`src/rtl/jbi_trans_timeout_tracker.sv`:
```
// Per-ID aging timers for outstanding JBus requests, driven by a shared tick.
// Timed-out IDs are reported through a one-entry, pop-acknowledged error port.
module jbi_trans_timeout_tracker #(
  parameter int ID_W   = 4,
  parameter int AGE_W  = 2,
  parameter int TICK_W = 32,
  localparam int NUM_ID = 2 ** ID_W
) (
  input  logic              clk,
  input  logic              rst_l,
  input  logic              start_vld,
  input  logic [ID_W-1:0]   start_id,
  input  logic              done_vld,
  input  logic [ID_W-1:0]   done_id,
  input  logic [TICK_W-1:0] timeval,
  input  logic [AGE_W-1:0]  age_limit,
  input  logic              log_enb,
  output logic              err_vld,
  output logic [ID_W-1:0]   err_id,
  input  logic              err_pop,
  output logic              err_log,
  output logic [NUM_ID-1:0] busy_vec,
  output logic              dup_start_err,
  output logic              orphan_done_err
);

  typedef enum logic [1:0] {
    ST_IDLE = 2'd0,
    ST_RUN  = 2'd1,
    ST_ERR  = 2'd2
  } ent_st_e;

  ent_st_e          st_q  [NUM_ID];
  ent_st_e          st_d  [NUM_ID];
  logic [AGE_W-1:0] age_q [NUM_ID];
  logic [AGE_W-1:0] age_d [NUM_ID];

  logic [TICK_W-1:0] cntr_q, cntr_d;
  logic [ID_W-1:0]   ptr_q, ptr_d;
  logic [ID_W-1:0]   err_id_q, err_id_d;
  logic              err_vld_q, err_vld_d;
  logic              dup_q, dup_d;
  logic              orph_q, orph_d;

  logic              tick_s;
  logic [AGE_W:0]    lim_s;
  logic              found_s;
  logic [ID_W-1:0]   sel_id_s;
  logic              clr_en_s;
  logic [ID_W-1:0]   clr_id_s;
  logic [NUM_ID-1:0] start_hit_s;
  logic [NUM_ID-1:0] done_hit_s;

  // Status decode and output mapping
  always_comb begin
    for (int i = 0; i < NUM_ID; i++) begin
      busy_vec[i] = (st_q[i] != ST_IDLE);
    end
    err_vld         = err_vld_q;
    err_id          = err_id_q;
    err_log         = err_pop & err_vld_q;
    dup_start_err   = dup_q;
    orphan_done_err = orph_q;
  end

  // Shared tick counter; idles at zero while nothing is outstanding
  always_comb begin
    tick_s = (cntr_q >= timeval);
    if (tick_s || (busy_vec == '0)) begin
      cntr_d = '0;
    end else begin
      cntr_d = cntr_q + TICK_W'(1);
    end
  end

  // Effective age limit (0 behaves as 1)
  always_comb begin
    if (age_limit == '0) begin
      lim_s = (AGE_W+1)'(1);
    end else begin
      lim_s = {1'b0, age_limit};
    end
  end

  // Rotating-priority search for the first ERR entry at or after ptr
  always_comb begin
    logic [ID_W-1:0] idx_v;
    idx_v    = ptr_q;
    found_s  = 1'b0;
    sel_id_s = ptr_q;
    for (int i = 0; i < NUM_ID; i++) begin
      idx_v = ptr_q + ID_W'(i);
      if (!found_s && (st_q[idx_v] == ST_ERR)) begin
        found_s  = 1'b1;
        sel_id_s = idx_v;
      end else begin
        found_s  = found_s;
      end
    end
  end

  // Report port: register a report, pop it, or silently discard when logging is off
  always_comb begin
    err_vld_d = err_vld_q;
    err_id_d  = err_id_q;
    ptr_d     = ptr_q;
    clr_en_s  = 1'b0;
    clr_id_s  = err_id_q;
    if (err_vld_q) begin
      if (err_pop) begin
        err_vld_d = 1'b0;
        ptr_d     = err_id_q + ID_W'(1);
        clr_en_s  = 1'b1;
        clr_id_s  = err_id_q;
      end else begin
        err_vld_d = 1'b1;
      end
    end else if (found_s) begin
      if (log_enb) begin
        err_vld_d = 1'b1;
        err_id_d  = sel_id_s;
      end else begin
        clr_en_s  = 1'b1;
        clr_id_s  = sel_id_s;
        ptr_d     = sel_id_s + ID_W'(1);
      end
    end else begin
      err_vld_d = 1'b0;
    end
  end

  // Per-entry next state: done, then start, then tick or scrub clear
  always_comb begin
    dup_d  = 1'b0;
    orph_d = 1'b0;
    for (int i = 0; i < NUM_ID; i++) begin
      st_d[i]        = st_q[i];
      age_d[i]       = age_q[i];
      done_hit_s[i]  = done_vld  && (done_id  == ID_W'(i));
      start_hit_s[i] = start_vld && (start_id == ID_W'(i));
      if (done_hit_s[i]) begin
        if (st_q[i] == ST_IDLE) begin
          orph_d = 1'b1;
        end else begin
          orph_d = orph_d;
        end
        st_d[i]  = ST_IDLE;
        age_d[i] = '0;
      end else begin
        st_d[i] = st_d[i];
      end
      if (start_hit_s[i]) begin
        if ((st_q[i] != ST_IDLE) && !done_hit_s[i]) begin
          dup_d = 1'b1;
        end else begin
          dup_d = dup_d;
        end
        st_d[i]  = ST_RUN;
        age_d[i] = '0;
      end else begin
        st_d[i] = st_d[i];
      end
      if (!start_hit_s[i] && !done_hit_s[i]) begin
        if (clr_en_s && (clr_id_s == ID_W'(i)) && (st_q[i] == ST_ERR)) begin
          st_d[i]  = ST_IDLE;
          age_d[i] = '0;
        end else if (tick_s && (st_q[i] == ST_RUN)) begin
          if (({1'b0, age_q[i]} + (AGE_W+1)'(1)) >= lim_s) begin
            st_d[i] = ST_ERR;
          end else if (age_q[i] != {AGE_W{1'b1}}) begin
            age_d[i] = age_q[i] + AGE_W'(1);
          end else begin
            age_d[i] = age_q[i];
          end
        end else begin
          st_d[i] = st_q[i];
        end
      end else begin
        st_d[i] = st_d[i];
      end
    end
  end

  // State registers
  always_ff @(posedge clk or negedge rst_l) begin
    if (!rst_l) begin
      cntr_q    <= '0;
      ptr_q     <= '0;
      err_id_q  <= '0;
      err_vld_q <= 1'b0;
      dup_q     <= 1'b0;
      orph_q    <= 1'b0;
      for (int i = 0; i < NUM_ID; i++) begin
        st_q[i]  <= ST_IDLE;
        age_q[i] <= '0;
      end
    end else begin
      cntr_q    <= cntr_d;
      ptr_q     <= ptr_d;
      err_id_q  <= err_id_d;
      err_vld_q <= err_vld_d;
      dup_q     <= dup_d;
      orph_q    <= orph_d;
      for (int i = 0; i < NUM_ID; i++) begin
        st_q[i]  <= st_d[i];
        age_q[i] <= age_d[i];
      end
    end
  end

endmodule

```
`config.mk`:
```
export PLATFORM = sky130hd
export DESIGN_NAME = jbi_trans_timeout_tracker
export DESIGN_NICKNAME = d
export VERILOG_FILES = /design/src/rtl/jbi_trans_timeout_tracker.sv
export SDC_FILE = /design/constraint.sdc
export NUM_CORES = 1
export LEC_CHECK = 0
export BUFFER_PORTS_ARGS = -buffer_cell sky130_fd_sc_hd__buf_2
export CELL_PAD_IN_SITES_DETAIL_PLACEMENT = 1
export CELL_PAD_IN_SITES_GLOBAL_PLACEMENT = 1
export CORE_ASPECT_RATIO = 1.1
export CORE_MARGIN = 4
export CORE_UTILIZATION = 45
export DETAILED_ROUTE_END_ITERATION = 10
export GPL_TIMING_DRIVEN = 0
export PLACE_DENSITY = 0.79
export SLEW_MARGIN = 20
export SYNTH_ARGS = -nofsm -noshare
export SYNTH_HDL_FRONTEND = slang
export SYNTH_SLANG_ARGS = --single-unit
```
`constraint.sdc`:
```
create_clock -name clk -period 6.59 [get_ports clk]
set_input_delay 1.318 -clock clk [delete_from_list [all_inputs] [get_ports clk]]
set_output_delay 1.318 -clock clk [all_outputs]
set_load 0.05 [all_outputs]
```
Word level (Yosys, flattened, before mapping)
Index checks and enable logic that the tools add are counted.

storage, ports and cells
  flip-flop bits (word level) = 107
  output and inout bits = 24
  word-level logic and storage cells = 865

operators by class
  $add $sub $neg = 50
  order comparisons = 33
  eq/ne operators = 143
  mux-type cells = 368
  bitwise operators = 18
  reduce and logical (&&, ||, !) cells = 215

operators by type and width
  kind                                                                      count
  2-bit two-way mux                                                         241
  2-bit binary-select mux with 4-bit select                                 16
  1-bit logical AND                                                         127
  4-bit equality test (second input constant)                               24
  1-bit two-way mux                                                         88
  4-bit two-way mux                                                         22
  5-bit greater-or-equal comparator (second input constant)                 16
  5-bit by 3-bit inequality test with 1-bit output (second input constant)  16
  4-bit NOT with 5-bit output                                               16
  2-bit equality test (second input constant)                               32
  2-bit by 1-bit adder with 3-bit output (second input constant)            16
  4-bit by 3-bit equality test with 1-bit output (second input constant)    12
  3-bit greater-or-equal comparator                                         16
  3-bit by 1-bit inequality test with 1-bit output (second input constant)  16
  1-bit zero test                                                           47
  2-bit zero test                                                           17
  2-bit inequality test (second input constant)                             17
  2-bit nonzero test                                                        17
  2-bit by 1-bit adder with 2-bit output (second input constant)            16
  32-bit by 1-bit adder with 32-bit output (second input constant)          1
  4-bit adder (second input constant)                                       8
  2-bit by 1-bit equality test with 1-bit output (second input constant)    16
  32-bit greater-or-equal comparator                                        1
  32-bit two-way mux                                                        1
  12 further kinds                                                          28

Longest topological paths before layout
  depth in word-level cells = 59
  depth in mapped cells = 21

Worst setup path before layout
OpenSTA, ideal clock, no wires.

  path type = flip-flop to flip-flop
  from = register ptr_q[2]
  to = register age_q[10] (netlist name)
  library setup time = 147 ps
  arrival time = 4407 ps
  required time = 6443 ps
  path slack = 2036 ps
  stages on the path, launching flop included = 20
  path buffers = 7
  period minus slack after synthesis = 4554 ps
  cell sequence = dfrtp_1 -> buf_2 -> buf_1 -> inv_1 -> clkbuf_1 -> ha_1 -> clkbuf_1 -> mux4_2 -> mux2_2 -> a21boi_1 -> and3_1 -> buf_2 -> and4_1 -> nand2_1 -> or4_1 -> o211ai_2 -> buf_2 -> nor2b_1 -> buf_4 -> a311oi_1

on the way
  word-level cells in the longest chain between the ends = 59
  elaborated cells on any way between the ends = 167
  classes of those cells = 15 x add/sub; 18 x eq/ne; 86 x mux; 16 x bitwise; 32 x reduce/logical

RTL lines
  element                                                                          RTL line  source
  from (decl)                                                                      39        logic [ID_W-1:0] ptr_q, ptr_d;
  from (signal assigned)                                                           199       ptr_q <= ptr_d;
  branches (longest 55 deep; another with 4-bit by 1-bit adder with 4-bit output)  -
  1-bit logical AND * (2 in a row)                                                 164       if (clr_en_s && (clr_id_s == ID_W'(i)) && (st_q[i] == ST_ERR)) begin
  2-bit two-way mux                                                                164
  2-bit two-way mux                                                                163       if (!start_hit_s[i] && !done_hit_s[i]) begin
  to (signal, indexed assignment)                                                  206       age_q[i] <= age_d[i];
  to (decl)                                                                        35        logic [AGE_W-1:0] age_q [NUM_ID];

Mark *: on every way between the ends. The select of a mux whose other input is x is not followed.
A chain may end at the register's enable or synchronous reset.

Final worst setup path
  from = register ptr_q[2]
  to = register age_q[0] (netlist name)

The elaborated chain is that of the path after synthesis.

==> results.json <==
{
  "clock_sinks": 107,
  "grt_pass1_wl_um": 60100,
  "cts_buffer_depth": 2,
  "fmax_mhz": 159,
  "critPathMostFrequentCell": "buf_2",
  "drive_gt1_share_pct": 13.1,
  "crit_slowest_cell": "clkbuf_1",
  "core-area_um2": 23700,
  "clockRootBuffer": "clkbuf_16",
  "ios": 72,
  "detail_route.iter0.violations": 749,
  "num-nets-final": 1482,
  "cts_resized": 0,
  "crit_path_end_kind": "flop",
  "synth_top_area_share_pct": 24.7,
  "ys_top_cells_by_area": "dfrtp_1 25%, ha_1 8.4%, mux4_2 5.8%",
  "yosys_warnings": 0,
  "synth_most_common_cell": "nand2_1",
  "worstHoldPathType": "flop to flop",
  "ant_nets": 0,
  "min_period_ns": 6.29,
  "path_cells": "buf_2 > buf_1 > inv_1 > clkbuf_1 > ha_1 > clkbuf_1 > mux4_2 > mux2_2 > a21boi_1 > and3_1 > buf_2 > nand2_1 > a31o_2 > a31oi_1 > o211ai_2 > buf_2 > and2_4 > buf_6 > a311oi_1",
  "outcome": "finished clean",
  "yosysTopAreaCell": "dfrtp_1",
  "synth_nets": 1401,
  "relSlewSlack_pct": 26.9,
  "die-area_um2": 26700,
  "synth_seq_cells": 107,
  "fin_crit_sh_pct": 95.4,
  "netlist_instances": 1264,
  "criticalPathCategory": "flop to flop",
  "syn_area_per_cell_um2": 8.59,
  "design_area_um2": 12000,
  "cpPeakStageDelay_ns": 0.61,
  "io_buffers": 69,
  "synth_edf_count": 0,
  "finalHoldViolCount": 0,
  "cp_max_fo": 12,
  "drv_cap": 0,
  "cts_setup_buffers": 0,
  "routed_wl_um": 37400,
  "synth_common_cells": "126 x nand2_1, 124 x nor2_1, 107 x dfrtp_1",
  "antenna_cells": 0,
  "crit_required_ns": 6.86,
  "core.rowCount": 59,
  "p_per_area_nw_per_um2": 476,
  "ys_async_sr_fraction_pct": 100,
  "cts_htree_levels": 3,
  "finalSetupViolations": 0,
  "clk_pin_slew_ns": 0.08,
  "synth_flop_cell": "dfrtp_1",
  "ys_seq_area_share_pct": 24.7,
  "power.static_leakage_uw": 0.00542,
  "fin_setup_tns_ns": 0,
  "worst_pin_slew_ns": 1.09,
  "finalMaxSlewViolations": 0,
  "vias": 10600,
  "cp_top_family": "buffers and inverters",
  "holdBufCountCts": 0,
  "cts_buffers": 9,
  "finClkSkew_ns": 0.0156,
  "area_delta_synth_final_pct": 10.2,
  "grt_remaining_overflow": 0,
  "cts_tree": "yes",
  "firstDrtPassIters": 5,
  "critPathBufInv": 8,
  "rsz0062_at_grt": "false",
  "vias_per_cell": 6.41,
  "route.detailed.drc": 0,
  "synth_area_um2": 10900,
  "cp-start-kind": "flop",
  "place_area_um2": 11600,
  "chipWidth_um": 156,
  "grt_pass1_vias": 11100,
  "dp_hpwl_um": 29100,
  "clk_latency_ns": 0.38,
  "initial_core_util_pct": 45.8,
  "antenna_found_initial": 0,
  "routabilityCongestion": 0.943,
  "cp_data_arrival_time_ns": 6.55,
  "grt_max_degree": 66,
  "synth.distinct_cells": 84,
  "gr-usage-all-layers_pct": 28.3,
  "die_y_um": 171,
  "wl_per_cell_um": 22.6,
  "ir_worst_vdd_mv": 0.205
}
-- registers in the layout, indices dropped and copies added (netlist names) --
name / count
age_q: 32
orphan_done_err: 1
ptr_q: 4
st_q: 32
err_vld: 1
dup_start_err: 1
err_id: 4
cntr_q: 32
-- cell usage in the layout (no fill, tap or decap), types with 27 or more instances in the layout --
master    instances
inv_1            80
a311oi_1         33
nand2b_1         39
xor2_1           36
nand4_1          29
dfrtp_1         107
nand2_1         126
clkbuf_1         29
a21oi_1          27
mux4_2           28
o21ai_0          54
xnor2_1          27
nand3_1          36
nor3_1           35
mux2i_1          45
nor2_1          124
buf_2            80
ha_1             73
-- per-layer routing --
metal	part of all wire, %	vias up	track usage, %
met5	0	-	0
met4	4.4	0	12.9
met3	4.8	112	3.24
met2	49	364	48.2
met1	42	5284	36.0
li1	-	4842	-
-- final timing paths --
kind                            from          to  slack [ns]  cells after the start
min in group asynchronous      rst_l   age_q[17]        0.86                      1
hold reg to reg            cntr_q[0]   cntr_q[0]        0.56                      1
setup reg to reg            ptr_q[2]    age_q[0]        0.30                     19
max in group asynchronous      rst_l  cntr_q[31]        5.04                      2
hold / removal             cntr_q[0]   cntr_q[0]        0.56                      1
setup / recovery            ptr_q[2]    age_q[0]        0.30                     19
-- cells by family (layout without fill, tap and decap cells) --
family,count (synthesis),count (layout),synth area share [%]
flip-flops,107,107,24.7
AND/OR/NAND/NOR,511,511,24.2
multiplexers,84,84,11.3
buffers and inverters,133,219,5.15
AO/OA/AOI/OAI,277,277,18.3
adder cells (fa/ha/maj),89,89,11.4
XOR/XNOR,63,63,5.08
-- where the power goes --
part           leakage, µW  switching, µW  total (µW)  internal [µW]
Sequential         0.00141            128         861            733
Clock             0.000167            294         640            345
Combinational      0.00385           2750        4200           1440
-- layout make-up --
cell class | count | area [µm²]
inverters | 83 | 312
plain buffers | 50 | 248
multi-input cells | 1024 | 7620
flip-flops and latches | 107 | 2680
fillers | 2865 | 11700
clock buffers | 9 | 225
well taps | 305 | 382
repair buffers | 70 | 379
clock inverters | 7 | 116
-- per-stage QoR --
step                hold slack (ns)  total power (µW)  cells  utilization, %  setup WS [ns]
floorplan                     0.485              3770   1264               -           2.04
global placement              0.543              4850   1638            48.9          0.601
detailed placement            0.552              4940   1639            49.0          0.519
CTS                           0.565              5610   1655            50.5          0.486
global route                  0.595              6020   1655            50.5         0.0833
finish                        0.559              5700   1655            50.5          0.302
-- worst register-to-register path, stage by stage, from the launching register on --
cell and delay, ns:
dfrtp_1 0.45, buf_2 0.27, buf_1 0.36, inv_1 0.17
clkbuf_1 0.35, ha_1 0.48, clkbuf_1 0.61, mux4_2 0.44
mux2_2 0.31, a21boi_1 0.36, and3_1 0.20, buf_2 0.18
nand2_1 0.19, a31o_2 0.29, a31oi_1 0.34, o211ai_2 0.22
buf_2 0.27, and2_4 0.22, buf_6 0.15, a311oi_1 0.32
No activity file was read; power rests on OpenSTA's default activity.
